===== config.mk =====
export PLATFORM = sky130hd
export DESIGN_NAME = match_controller
export DESIGN_NICKNAME = d
export VERILOG_FILES = /design/src/rtl/game_pkg.sv /design/src/rtl/seg7_digit.sv /design/src/rtl/match_controller.sv
export SDC_FILE = /design/constraint.sdc
export NUM_CORES = 1
export LEC_CHECK = 0
export ABC_AREA = 1
export CELL_PAD_IN_SITES_DETAIL_PLACEMENT = 0
export CELL_PAD_IN_SITES_GLOBAL_PLACEMENT = 1
export CORE_MARGIN = 4
export CORE_UTILIZATION = 43
export DETAILED_ROUTE_END_ITERATION = 10
export DONT_BUFFER_PORTS = 1
export GPL_TIMING_DRIVEN = 0
export PLACE_DENSITY = 0.86
export SETUP_SLACK_MARGIN = 0.2
export SYNTH_ARGS = -nofsm -noshare
export SYNTH_HDL_FRONTEND = slang
export SYNTH_SLANG_ARGS = --single-unit

===== constraint.sdc =====
create_clock -name clk -period 1.6 [get_ports clk]
set_input_delay 0.24 -clock clk [delete_from_list [all_inputs] [get_ports clk]]
set_output_delay 0.24 -clock clk [all_outputs]
set_load 0.01 [all_outputs]

===== src/rtl/game_pkg.sv =====
// Shared types and constants for the tug-of-war match logic.
// Holds the match states, the score type and the seven-segment digit table.
package game_pkg;

    localparam int SCORE_W = 3;

    typedef logic [SCORE_W-1:0] score_t;

    typedef enum logic [1:0] {
        PLAY,
        PAUSE,
        OVER
    } match_state_t;

    // Active-low segment patterns {g,f,e,d,c,b,a} for the digits 0..7.
    localparam logic [6:0] SEG_DIGIT [8] = '{
        7'b1000000,
        7'b1111001,
        7'b0100100,
        7'b0110000,
        7'b0011001,
        7'b0010010,
        7'b0000010,
        7'b1111000
    };

endpackage


===== src/rtl/seg7_digit.sv =====
// Combinational decoder from a 3-bit score to an active-low seven-segment pattern.
module seg7_digit
    import game_pkg::*;
(
    input  logic [2:0] digit,
    output logic [6:0] seg
);

    assign seg = SEG_DIGIT[digit];

endmodule


===== src/rtl/match_controller.sv =====
// Match sequencer: scores round wins, pauses the playfield between rounds and
// declares the first player to reach WIN_SCORE as champion.
module match_controller
    import game_pkg::*;
#(
    parameter int WIN_SCORE    = 5,
    parameter int PAUSE_CYCLES = 4
) (
    input  logic       clk,
    input  logic       reset,
    input  logic       p_win,
    input  logic       c_win,
    output logic       round_rst,
    output logic       play_en,
    output logic [2:0] player_score,
    output logic [2:0] comp_score,
    output logic       match_over,
    output logic       champion,
    output logic [6:0] HEX0,
    output logic [6:0] HEX5
);

    localparam int CNT_W = (PAUSE_CYCLES > 1) ? $clog2(PAUSE_CYCLES) : 1;

    match_state_t     state;
    logic [CNT_W-1:0] pause_cnt;
    logic             p_win_q;
    logic             c_win_q;
    logic             p_rise;
    logic             c_rise;
    logic             p_final;
    logic             c_final;

    assign p_rise  = p_win & ~p_win_q;
    assign c_rise  = c_win & ~c_win_q;
    assign p_final = (player_score == score_t'(WIN_SCORE - 1));
    assign c_final = (comp_score == score_t'(WIN_SCORE - 1));

    // NOTE: every register here uses <= so all state updates see the values
    // from before this edge, regardless of statement order.
    always_ff @(posedge clk) begin
        if (reset) begin
            state        <= PLAY;
            pause_cnt    <= '0;
            p_win_q      <= 1'b0;
            c_win_q      <= 1'b0;
            player_score <= '0;
            comp_score   <= '0;
            round_rst    <= 1'b0;
            play_en      <= 1'b1;
            match_over   <= 1'b0;
            champion     <= 1'b0;
        end else begin
            // Edge-detect flops run in every state so a held level scores once.
            p_win_q <= p_win;
            c_win_q <= c_win;

            case (state)
                PLAY: begin
                    if (p_rise ^ c_rise) begin
                        if (p_rise) begin
                            player_score <= player_score + 1'b1;
                        end else begin
                            comp_score <= comp_score + 1'b1;
                        end
                        round_rst <= 1'b1;
                        play_en   <= 1'b0;
                        if ((p_rise && p_final) || (c_rise && c_final)) begin
                            state      <= OVER;
                            match_over <= 1'b1;
                            champion   <= c_rise;
                        end else begin
                            state     <= PAUSE;
                            pause_cnt <= CNT_W'(PAUSE_CYCLES - 1);
                        end
                    end
                end

                PAUSE: begin
                    if (pause_cnt == '0) begin
                        state     <= PLAY;
                        round_rst <= 1'b0;
                        play_en   <= 1'b1;
                    end else begin
                        pause_cnt <= pause_cnt - 1'b1;
                    end
                end

                OVER: begin
                    // Frozen until reset.
                end

                default: begin
                    state     <= PLAY;
                    round_rst <= 1'b0;
                    play_en   <= 1'b1;
                end
            endcase
        end
    end

    seg7_digit u_hex0 (
        .digit (player_score),
        .seg   (HEX0)
    );

    seg7_digit u_hex5 (
        .digit (comp_score),
        .seg   (HEX5)
    );

endmodule


---- After elaboration in Yosys (flattened, before gate mapping) ----
Memories as Yosys holds them, arrays and structs flattened.
Cells that the tools add are included.
storage, ports and cells
  memory bits (read-only) ................. 112
  logic and storage cells ................. 63
  register bits after elaboration ......... 16
  memories kept ........................... 2
  input port bits ......................... 4
operators by class
  equality and inequality tests ........... 8
  magnitude comparators ................... 2
  muxes and demuxes ....................... 18
  add/sub/neg operators ................... 3
  bitwise gates (word level) .............. 9
  reduce and logical (&&, ||, !) cells .... 11
memories
  memory           depth  width  rd ports  clocked after memory_dff  write ports  line             source
  (no name shown)  8      7      1         0                         0            seg7_digit.sv:9  assign seg = SEG_DIGIT[digit];
  (no name shown)  8      7      1         0                         0            seg7_digit.sv:9
operator list
  kind                                                                 count
  7-bit 2-to-1 mux                                                     4
  2-bit 2-to-1 mux                                                     6
  3-bit AND reduction                                                  4
  4-bit >= comparator (second input constant)                          2
  2-bit != test (second input constant)                                4
  3-bit inverter with 4-bit output                                     2
  3-bit by 1-bit adder with 3-bit output (second input constant)       2
  3-bit == test (second input constant)                                2
  1-bit one-hot mux with 3 select lines                                2
  2-bit one-hot mux with 3 select lines                                1
  2-bit zero test                                                      2
  1-bit 2-to-1 mux                                                     4
  1-bit inverter                                                       4
  2-bit one-hot mux with 2 select lines                                1
  4-bit AND reduction                                                  1
  1-bit bitwise AND                                                    2
  2-bit by 1-bit == test with 1-bit output (second input constant)     1
  2-bit == test (second input constant)                                1
  1-bit logical AND                                                    2
  2-bit nonzero test                                                   1
  2-bit by 1-bit subtractor with 2-bit output (second input constant)  1
  1-bit logical OR                                                     1
  1-bit bitwise XOR                                                    1

---- Logic depth before layout (Yosys ltp) ----
Gate-level depths: netlist of the first run.
  word-level depth ........................ 7
  depth in mapped cells ................... 9

---- By module ----
Synthesis of the first run repeated with hierarchy kept, for this count alone.
second synthesis, totals
  cells, all modules ...................... 147
  area total of the unflattened synthesis .. 1079.8 um^2
by module, submodules not included
  module            times used  cells an instance  area an instance (um^2)  sequential area each (um^2)
  match_controller  1           97                 764.5                    320.3
  seg7_digit        2           25                 157.7                    0.0

---- Worst setup path after synthesis of the first run ----
OpenSTA, ideal clock, no wires.
  path type ............................... register to register
  from .................................... register c_win_q
  to ...................................... register play_en
  library setup time ...................... 0.122 ns
  cell stages (with the launch flop) ...... 9
  setup slack ............................. 0.173 ns
  arrival ................................. 1.305 ns
  period minus slack after synthesis ...... 1.427 ns
  buffers on the path ..................... 0
  data required time ...................... 1.478 ns
  cells stage by stage .................... dfxtp_1 nor2_8 inv_1 ha_1 or2_0 nand2_1 nand2_1 nand2_1 nand3_1
on the way
  longest elaborated chain between the ends .. 5
ends and longest elaborated chain
  item                                  line                    source
  start: declaration                    match_controller.sv:28  logic c_win_q;
  start signal: assignment              match_controller.sv:56  c_win_q <= c_win;
  1-bit inverter                        match_controller.sv:35  assign c_rise = c_win & ~c_win_q;
  1-bit bitwise AND                     match_controller.sv:35
  net c_rise                            match_controller.sv:30  logic c_rise;
  1-bit bitwise XOR                     match_controller.sv:60  if (p_rise ^ c_rise) begin
  2-bit != test (no source line)        n/a
  3-bit AND reduction (no source line)  n/a
  end signal: assignment                match_controller.sv:50  play_en <= 1'b1;
  end signal: assignment                match_controller.sv:67  play_en <= 1'b0;
  end signal: assignment                match_controller.sv:83  play_en <= 1'b1;
  end: declaration                      match_controller.sv:14  output logic play_en,
The timed path passes the listed nets, and every way through them passes these cells.
A chain may end at the register's enable or synchronous reset.

---- Worst setup path after layout of the first run ----
  from .................................... register comp_score[1]
  to ...................................... output HEX5[3]
on the way
  longest elaborated chain between the ends .. 4
ends and longest elaborated chain
  item                                                    line                    source
  start: declaration                                      match_controller.sv:16  output logic [2:0] comp_score,
  start signal: assignment                                match_controller.sv:64  comp_score <= comp_score + 1'b1;
  3-bit inverter with 4-bit output (not written as such)  seg7_digit.sv:9
  memory 8 x 7 bit                                        n/a
  7-bit 2-to-1 mux (not written as such) (2 in a row)     seg7_digit.sv:9
  end: declaration                                        match_controller.sv:20  output logic [6:0] HEX5
No other way between the ends. The select of a mux whose other input is x is not followed.

==> flow_metrics.py, run 1 <==
metrics = {
    "layout": {
        "final_nets": 157,
        "antenna_cells": 0,
        "layout_common_cells": "nand2_1 (13), inv_1 (12), a21oi_1 (12)",
        "postLayoutCoreUtil_pct": 58.71,
        "layout_commonest_cell": "nand2_1",
        "area_growth_pct": 30.96,
        "fillers": 198,
        "drive_gt1_share_pct": 46.10,
    },
    "die": {
        "dieHeight_um": 55.79,
        "core_um2": 2191,
        "initial_core_util_pct": 44.83,
        "die_w_um": 55.79,
        "pin_count": 28,
        "rows": 17,
        "die_area_um2": 3113,
    },
    "power_and_ir_drop": {
        "powerDensity_nw_per_um2": 832.9,
        "combPwrFrac_pct": 30.6,
        "p_clk_share_pct": 24.9,
        "swShare_pct": 33.97,
        "vdd_drop_max_mv": 0.8759,
        "switchingPower_uw": 363.9,
        "p_seq_share_pct": 44.5,
        "p_leak_nw": 0.5833,
        "power.internal_uw": 707.3,
    },
    "detailed_routing": {
        "avgRoutedWirePerCell_um": 12.27,
        "drt_first_pass_iters": 4,
        "antenna_left": 0,
        "viasPerCell": 5.006,
        "routed_wirelength_um": 2073,
        "drc": 0,
        "num_vias": 846,
        "drt_iter0_drc": 34,
    },
    "logic_synthesis": {
        "yosysWarnings": 0,
        "synth_cells": 129,
        "synthArstFlopShare_pct": 0,
        "syn_area_um2": 982.2,
        "synth_seq_cells": 16,
        "yosysSeqAreaShare_pct": 32.61,
        "yosysUniqueCellTypes": 18,
        "syn_area_per_cell_um2": 7.614,
        "synth_ff_type": "dfxtp_1",
        "syn_nets": 144,
        "synth-edff-count": 0,
    },
    "timing": {
        "layout_setup_ws_ns": 0.1311,
        "finalCriticalPeriod_ns": 1.469,
        "worst_pin_slew_ns": 0.3667,
        "setup_viol": 0,
        "finalHoldViolCount": 0,
        "max_freq_mhz": 680.8,
        "maxSlewViolCount": 0,
        "fin_tns_setup_ns": 0,
        "maxSlewHeadroom_pct": 75.30,
        "fin_skew_ns": 0.002851,
        "period_share_pct": 91.80,
        "rsz0062_at_grt": "yes",
    },
    "worst_setup_path": {
        "endpoint_kind": "output port",
        "worstSetupPathType": "flip-flop to output port",
        "rr_worst_depth": 8,
        "cp_top_family": "flip-flops",
        "required_ns": 1.36,
        "r2r_slack_ns": 0.30,
        "cpMostUsedCell": "inv_4",
        "worstPathCellList": "inv_4 > ha_4 > nand2_4 > inv_4 > a21oi_4",
        "rr_endpoint": "play_en",
        "crit_path_top_delay_cell": "dfxtp_4",
        "max_stage_delay_ns": 0.41,
        "path_max_fanout": 5,
        "cp.buffers_inverters": 2,
        "timing.rr.start": "c_win_q",
        "worstPathArrival_ns": 1.23,
        "start_kind": "flip-flop",
    },
    "run": {
        "maxCapViolations": 0,
    },
    "min_path": {
        "hp-class": "input pin to flip-flop",
        "min_to": "pause_cnt[0]",
        "min_path_cells": 3,
        "min_from": "reset",
    },
    "clocking": {
        "clock_sinks": 16,
        "cts-root-buf": "clkbuf_4",
        "clock_path_buffers": 2,
        "htree_levels": 1,
        "cts_tree": "built",
        "clkTransAtPathRegs_ns": 0.10,
        "worstSkewPairLatency_ns": 0.28,
        "cts_buffers": 3,
    },
    "global_routing": {
        "antenna_found_initial": 0,
        "grt_pass1_vias": 739,
        "met2_usage_pct": 21.45,
        "grt_pass1_wl_um": 3249,
        "top_usage_layer": "met2",
        "grt_max_degree": 11,
        "met3_usage_pct": 4.408,
        "grt_overflow": 0,
        "grtUsageTotal_pct": 12.75,
        "use_met1_pct": 15.03,
    },
    "outcome": {
        "outcome": "finished clean",
    },
    "place": {
        "portBuffers": 0,
        "hpwl_um": 1395,
        "dpl_worst_slack_ns": 0.1321,
        "gp_congestion": 0.8142,
    },
}
-- power groups by stage --
stage / combinational [mW] / clock, mW / sequential (mW)
after floorplan: 0.217 / 0 / 0.474
after global placement: 0.246 / 0 / 0.481
after detailed placement: 0.253 / 0 / 0.482
after CTS: 0.302 / 0.274 / 0.477
after global routing: 0.364 / 0.293 / 0.484
final: 0.328 / 0.266 / 0.476
-- registers in the layout (all words and copies together) (netlist names) --
register	cells
p_win_q	1
comp_score	3
state	2
c_win_q	1
play_en	1
player_score	3
match_over	1
champion	1
round_rst	1
pause_cnt	2
-- metrics by stage --
step | hold WS, ns | total power, mW | cell area, um2 | std cells
floorplan | 0.3091 | 0.6916 | 998.5 | 129
global placement | 0.3104 | 0.7272 | 1033 | 157
detailed placement | 0.3126 | 0.7350 | 1033 | 157
CTS | 0.004223 | 1.053 | 1195 | 164
global route | 0.1013 | 1.141 | 1286 | 169
finish | 0.09919 | 1.071 | 1286 | 169
-- cell type report --
class | instances | area, um2 | area share (%)
inverter | 29 | 125.1 | 9.728
multi-input combinational | 84 | 678.2 | 52.72
clock buffer | 4 | 36.28 | 2.821
sequential | 16 | 346.6 | 26.95
tap | 28 | 35.03 | 2.724
timing repair buffer | 8 | 65.06 | 5.058
-- worst register-to-register path: cells and delay by family, from the launching register on --
kind          cells  cell delay, ns
fa+ha+maj         1            0.23
flops             1            0.37
buf+inv           1            0.05
simple gates      6            0.53
-- repair_timing --
item                       in CTS  in global routing
gates resized for setup        39                 13
setup endpoints to repair      17                 15
hold buffers                    1                  1
pin swaps                       4                  6
setup buffers                   2                  4
hold endpoints to repair        1                  4
-- routing by layer --
layer	vias to the layer above	part of all wire, %
li1	434	-
met1	386	43
met2	24	51
met3	2	6.3
met4	0	0.43
met5	-	0
-- cell usage after synthesis, types with 2 or more instances --
cell type  number  area [um2]
nor2_8          2       40.04
inv_1          20       75.07
o21ai_1         9       45.04
nand3_1         6       30.03
dfxtp_1        16       320.3
nand2_1        18       67.56
nand2_2         4       25.02
ha_1           11       137.6
nor2_1          6       22.52
a21oi_1        13       65.06
inv_2           9       33.78
nand2_4         5       56.30
o21ai_0         5       25.02
-- how the worst max path moves through the flow --
stage / cells past startpoint / startpoint / endpoint / slack (ns)
finish: 5 / comp_score[1] / HEX5[3] / 0.13
detailed placement: 5 / comp_score[0] / HEX5[3] / 0.13
floorplan: 5 / comp_score[0] / HEX5[3] / 0.24
global placement: 5 / comp_score[0] / HEX5[3] / 0.13
CTS: 5 / comp_score[1] / HEX5[3] / 0.13
global route: 5 / comp_score[1] / HEX5[3] / 0.09
-- cell families after synthesis --
kind of cell	Yosys count	share of synthesized area, %
flip-flops	16	32.61
AND/OR/NAND/NOR	46	28.54
buffers and inverters	29	11.08
adder cells (fa/ha/maj)	11	14.01
AO/OA/AOI/OAI	27	13.76
Power figures use the tool's default switching activity.
==> run 2, diff against run 1 <==
SYNTH_HIERARCHICAL = 1   (was default)
==> run 2 against run 1 <==
Effect of this change: setup slack improved by 0.037 ns; critical path depth did not move; largest cell class unchanged; routed wire length fell by 4.9%; final area barely moved; worst hold slack got worse by 0.033 ns; clock power rose by 2%.
==> flow_metrics.py, run 2 <==
metrics = {
    "outcome": {
        "outcome": "finished clean",
    },
    "logic_synthesis": {
        "synthAdderAreaFrac_pct": 19.70,
        "yosys.cell_count.top_type": "nand2_1",
        "synth-simple-area-share_pct": 23.99,
        "syn_area_um2": 1080,
        "syn_area_per_cell_um2": 7.345,
        "muxShareOfSynthArea_pct": 0,
        "yosysWarnings": 6,
        "synth_compound_area_share_pct": 12.86,
        "yosys-top-cells-count": "nand2_1 (33), inv_1 (25), ha_1 (17)",
        "synth_cells": 147,
        "synth-edff-count": 0,
        "syn_nets": 168,
        "synthTopCellsByArea": "dfxtp_1 (30%), ha_1 (20%), nand2_1 (11%)",
        "yosysSeqAreaShare_pct": 29.66,
        "synthArstFlopShare_pct": 0,
        "synth_xor_area_share_pct": 0.8111,
        "synth_top_area_share_pct": 29.66,
        "yosysUniqueCellTypes": 21,
        "yosys.area.top_type": "dfxtp_1",
        "synth_seq_cells": 16,
        "synth_top_family_by_area": "simple AND/OR/NAND/NOR gates",
        "synth_ff_type": "dfxtp_1",
    },
    "worst_setup_path": {
        "required_ns": 1.36,
        "worstSetupPathType": "flip-flop to output port",
        "path_max_fanout": 7,
        "worstPathCellList": "inv_4 > ha_4 > inv_2 > nand2_2 > nand2_2",
        "crit_path_top_delay_cell": "dfxtp_4",
        "max_stage_delay_ns": 0.43,
        "start_kind": "flip-flop",
        "endpoint_kind": "output port",
        "cpMostUsedCell": "nand2_2",
        "worstPathArrival_ns": 1.19,
    },
    "die": {
        "initial_core_util_pct": 47.00,
        "core_um2": 2297,
        "rows": 17,
        "pin_count": 28,
        "dieHeight_um": 58.11,
        "die_w_um": 58.11,
        "die_area_um2": 3377,
    },
    "place": {
        "portBuffers": 0,
        "place_area_um2": 1115,
        "gp_congestion": 0.7739,
        "hpwl_um": 1465,
    },
    "clocking": {
        "cts-root-buf": "clkbuf_4",
        "cts_buffers": 3,
        "clock_sinks": 16,
        "worstSkewPairLatency_ns": 0.29,
        "htree_levels": 1,
        "clkTransAtPathRegs_ns": 0.10,
        "cts_tree": "built",
        "clock_path_buffers": 2,
        "ctsHoldBuffers": 0,
    },
    "timing": {
        "setup_viol": 0,
        "fin_skew_ns": 0.005201,
        "period_share_pct": 89.47,
        "maxSlewViolCount": 0,
        "finalHoldViolCount": 0,
        "fin_tns_setup_ns": 0,
        "finalCriticalPeriod_ns": 1.431,
        "max_freq_mhz": 698.6,
        "rsz0062_at_grt": "yes",
        "maxSlewHeadroom_pct": 75.80,
        "worst_pin_slew_ns": 0.3629,
    },
    "layout": {
        "drive_gt1_share_pct": 46.41,
        "postLayoutCoreUtil_pct": 55.94,
        "fin_area_um2": 1285,
        "area_growth_pct": 19.00,
        "final_nets": 175,
        "antenna_cells": 0,
        "layout_common_cells": "nand2_1 (20), nand2_2 (16), inv_2 (13)",
        "top_regs": "comp_score: 3 flops, player_score: 3 flops",
        "layout_commonest_cell": "nand2_1",
    },
    "detailed_routing": {
        "antenna_left": 0,
        "num_vias": 884,
        "viasPerCell": 4.884,
        "drt_first_pass_iters": 4,
        "drt_iter0_drc": 33,
        "routed_wirelength_um": 1971,
        "drc": 0,
        "avgRoutedWirePerCell_um": 10.89,
    },
    "min_path": {
        "hp-class": "input pin to flip-flop",
    },
    "power_and_ir_drop": {
        "p_leak_nw": 0.5930,
        "power.total_mw": 1.018,
        "powerDensity_nw_per_um2": 792.1,
        "vdd_drop_max_mv": 0.5627,
    },
    "global_routing": {
        "grt_max_degree": 10,
        "antenna_found_initial": 0,
        "grt_overflow": 0,
        "grtUsageTotal_pct": 12.78,
        "grt_pass1_wl_um": 3401,
        "grt_pass1_vias": 822,
    },
    "run": {
        "maxCapViolations": 0,
    },
}
## run 2: cell count changes in the layout (fill, tap and decap cells not counted), sizes merged, moves of 2 or more
cell and delta:
a21oi -2, buf -2, dlygate4sd3 -2, ha +6
nand2 +11, nand3 -5, nor2 +6
## run 2: cell type report
type | instances | area, um2
fill | 219 | 1012
multi-input combinational | 98 | 709.4
sequential | 16 | 339.1
inverter | 30 | 123.9
clock buffer | 4 | 36.28
tap | 28 | 35.03
buffer | 3 | 26.28
timing repair buffer | 2 | 15.01
## run 2: final timing paths
path | end | slack [ns] | cells after the start | from
max | HEX5[3] | 0.17 | 5 | comp_score[1]
min | c_win_q | 0.07 | 2 | c_win
max reg2reg | match_over | 0.29 | 10 | c_win_q
min reg2reg | pause_cnt[1] | 0.49 | 2 | pause_cnt[1]
## run 2: critical path: cells and delay by family (launching register included)
family	cells	cell delay, ns
adders and majority gates	1	0.27
DFF	1	0.43
buffers and inverters	2	0.09
and+or+nand+nor	2	0.11
## run 2: cell families after synthesis
| kind of cell | count (synthesis) |
|---|---|
| buf+inv | 33 |
| simple gates | 56 |
| xor+xnor | 1 |
| fa+ha+maj | 17 |
| compound gates | 24 |
| flops | 16 |
## run 2: power breakdown
group          internal [mW]  leakage [nW]  switching [mW]  total (mW)
logic                  0.108         0.436           0.161       0.270
registers              0.430         0.136          0.0474       0.478
clock network          0.139        0.0210           0.132       0.270
## run 2: metrics by stage
stage / std cells / setup WS [ns] / hold slack, ns
2_1_floorplan: 147 / 0.2954 / 0.3654
3_3_place_gp: 175 / 0.1495 / 0.3718
3_5_place_dp: 175 / 0.09492 / 0.3752
4_1_cts: 179 / 0.1770 / 0.07078
5_1_grt: 181 / 0.1130 / 0.06269
6_report: 181 / 0.1685 / 0.06621
## run 2: metal layers
| metal | track usage [%] | part of all wire [%] |
|---|---|---|
| met3 | 3.786 | 8.5 |
| met2 | 21.45 | 47 |
| met4 | 6.291 | 2.1 |
| met5 | 0 | 0 |
| met1 | 14.69 | 43 |
## run 2: timing repair
action                                  CTS  global route
pin swaps                                 6            10
setup buffers                             0             2
endpoints found under the setup margin   20            22
gates resized for setup                  29            24
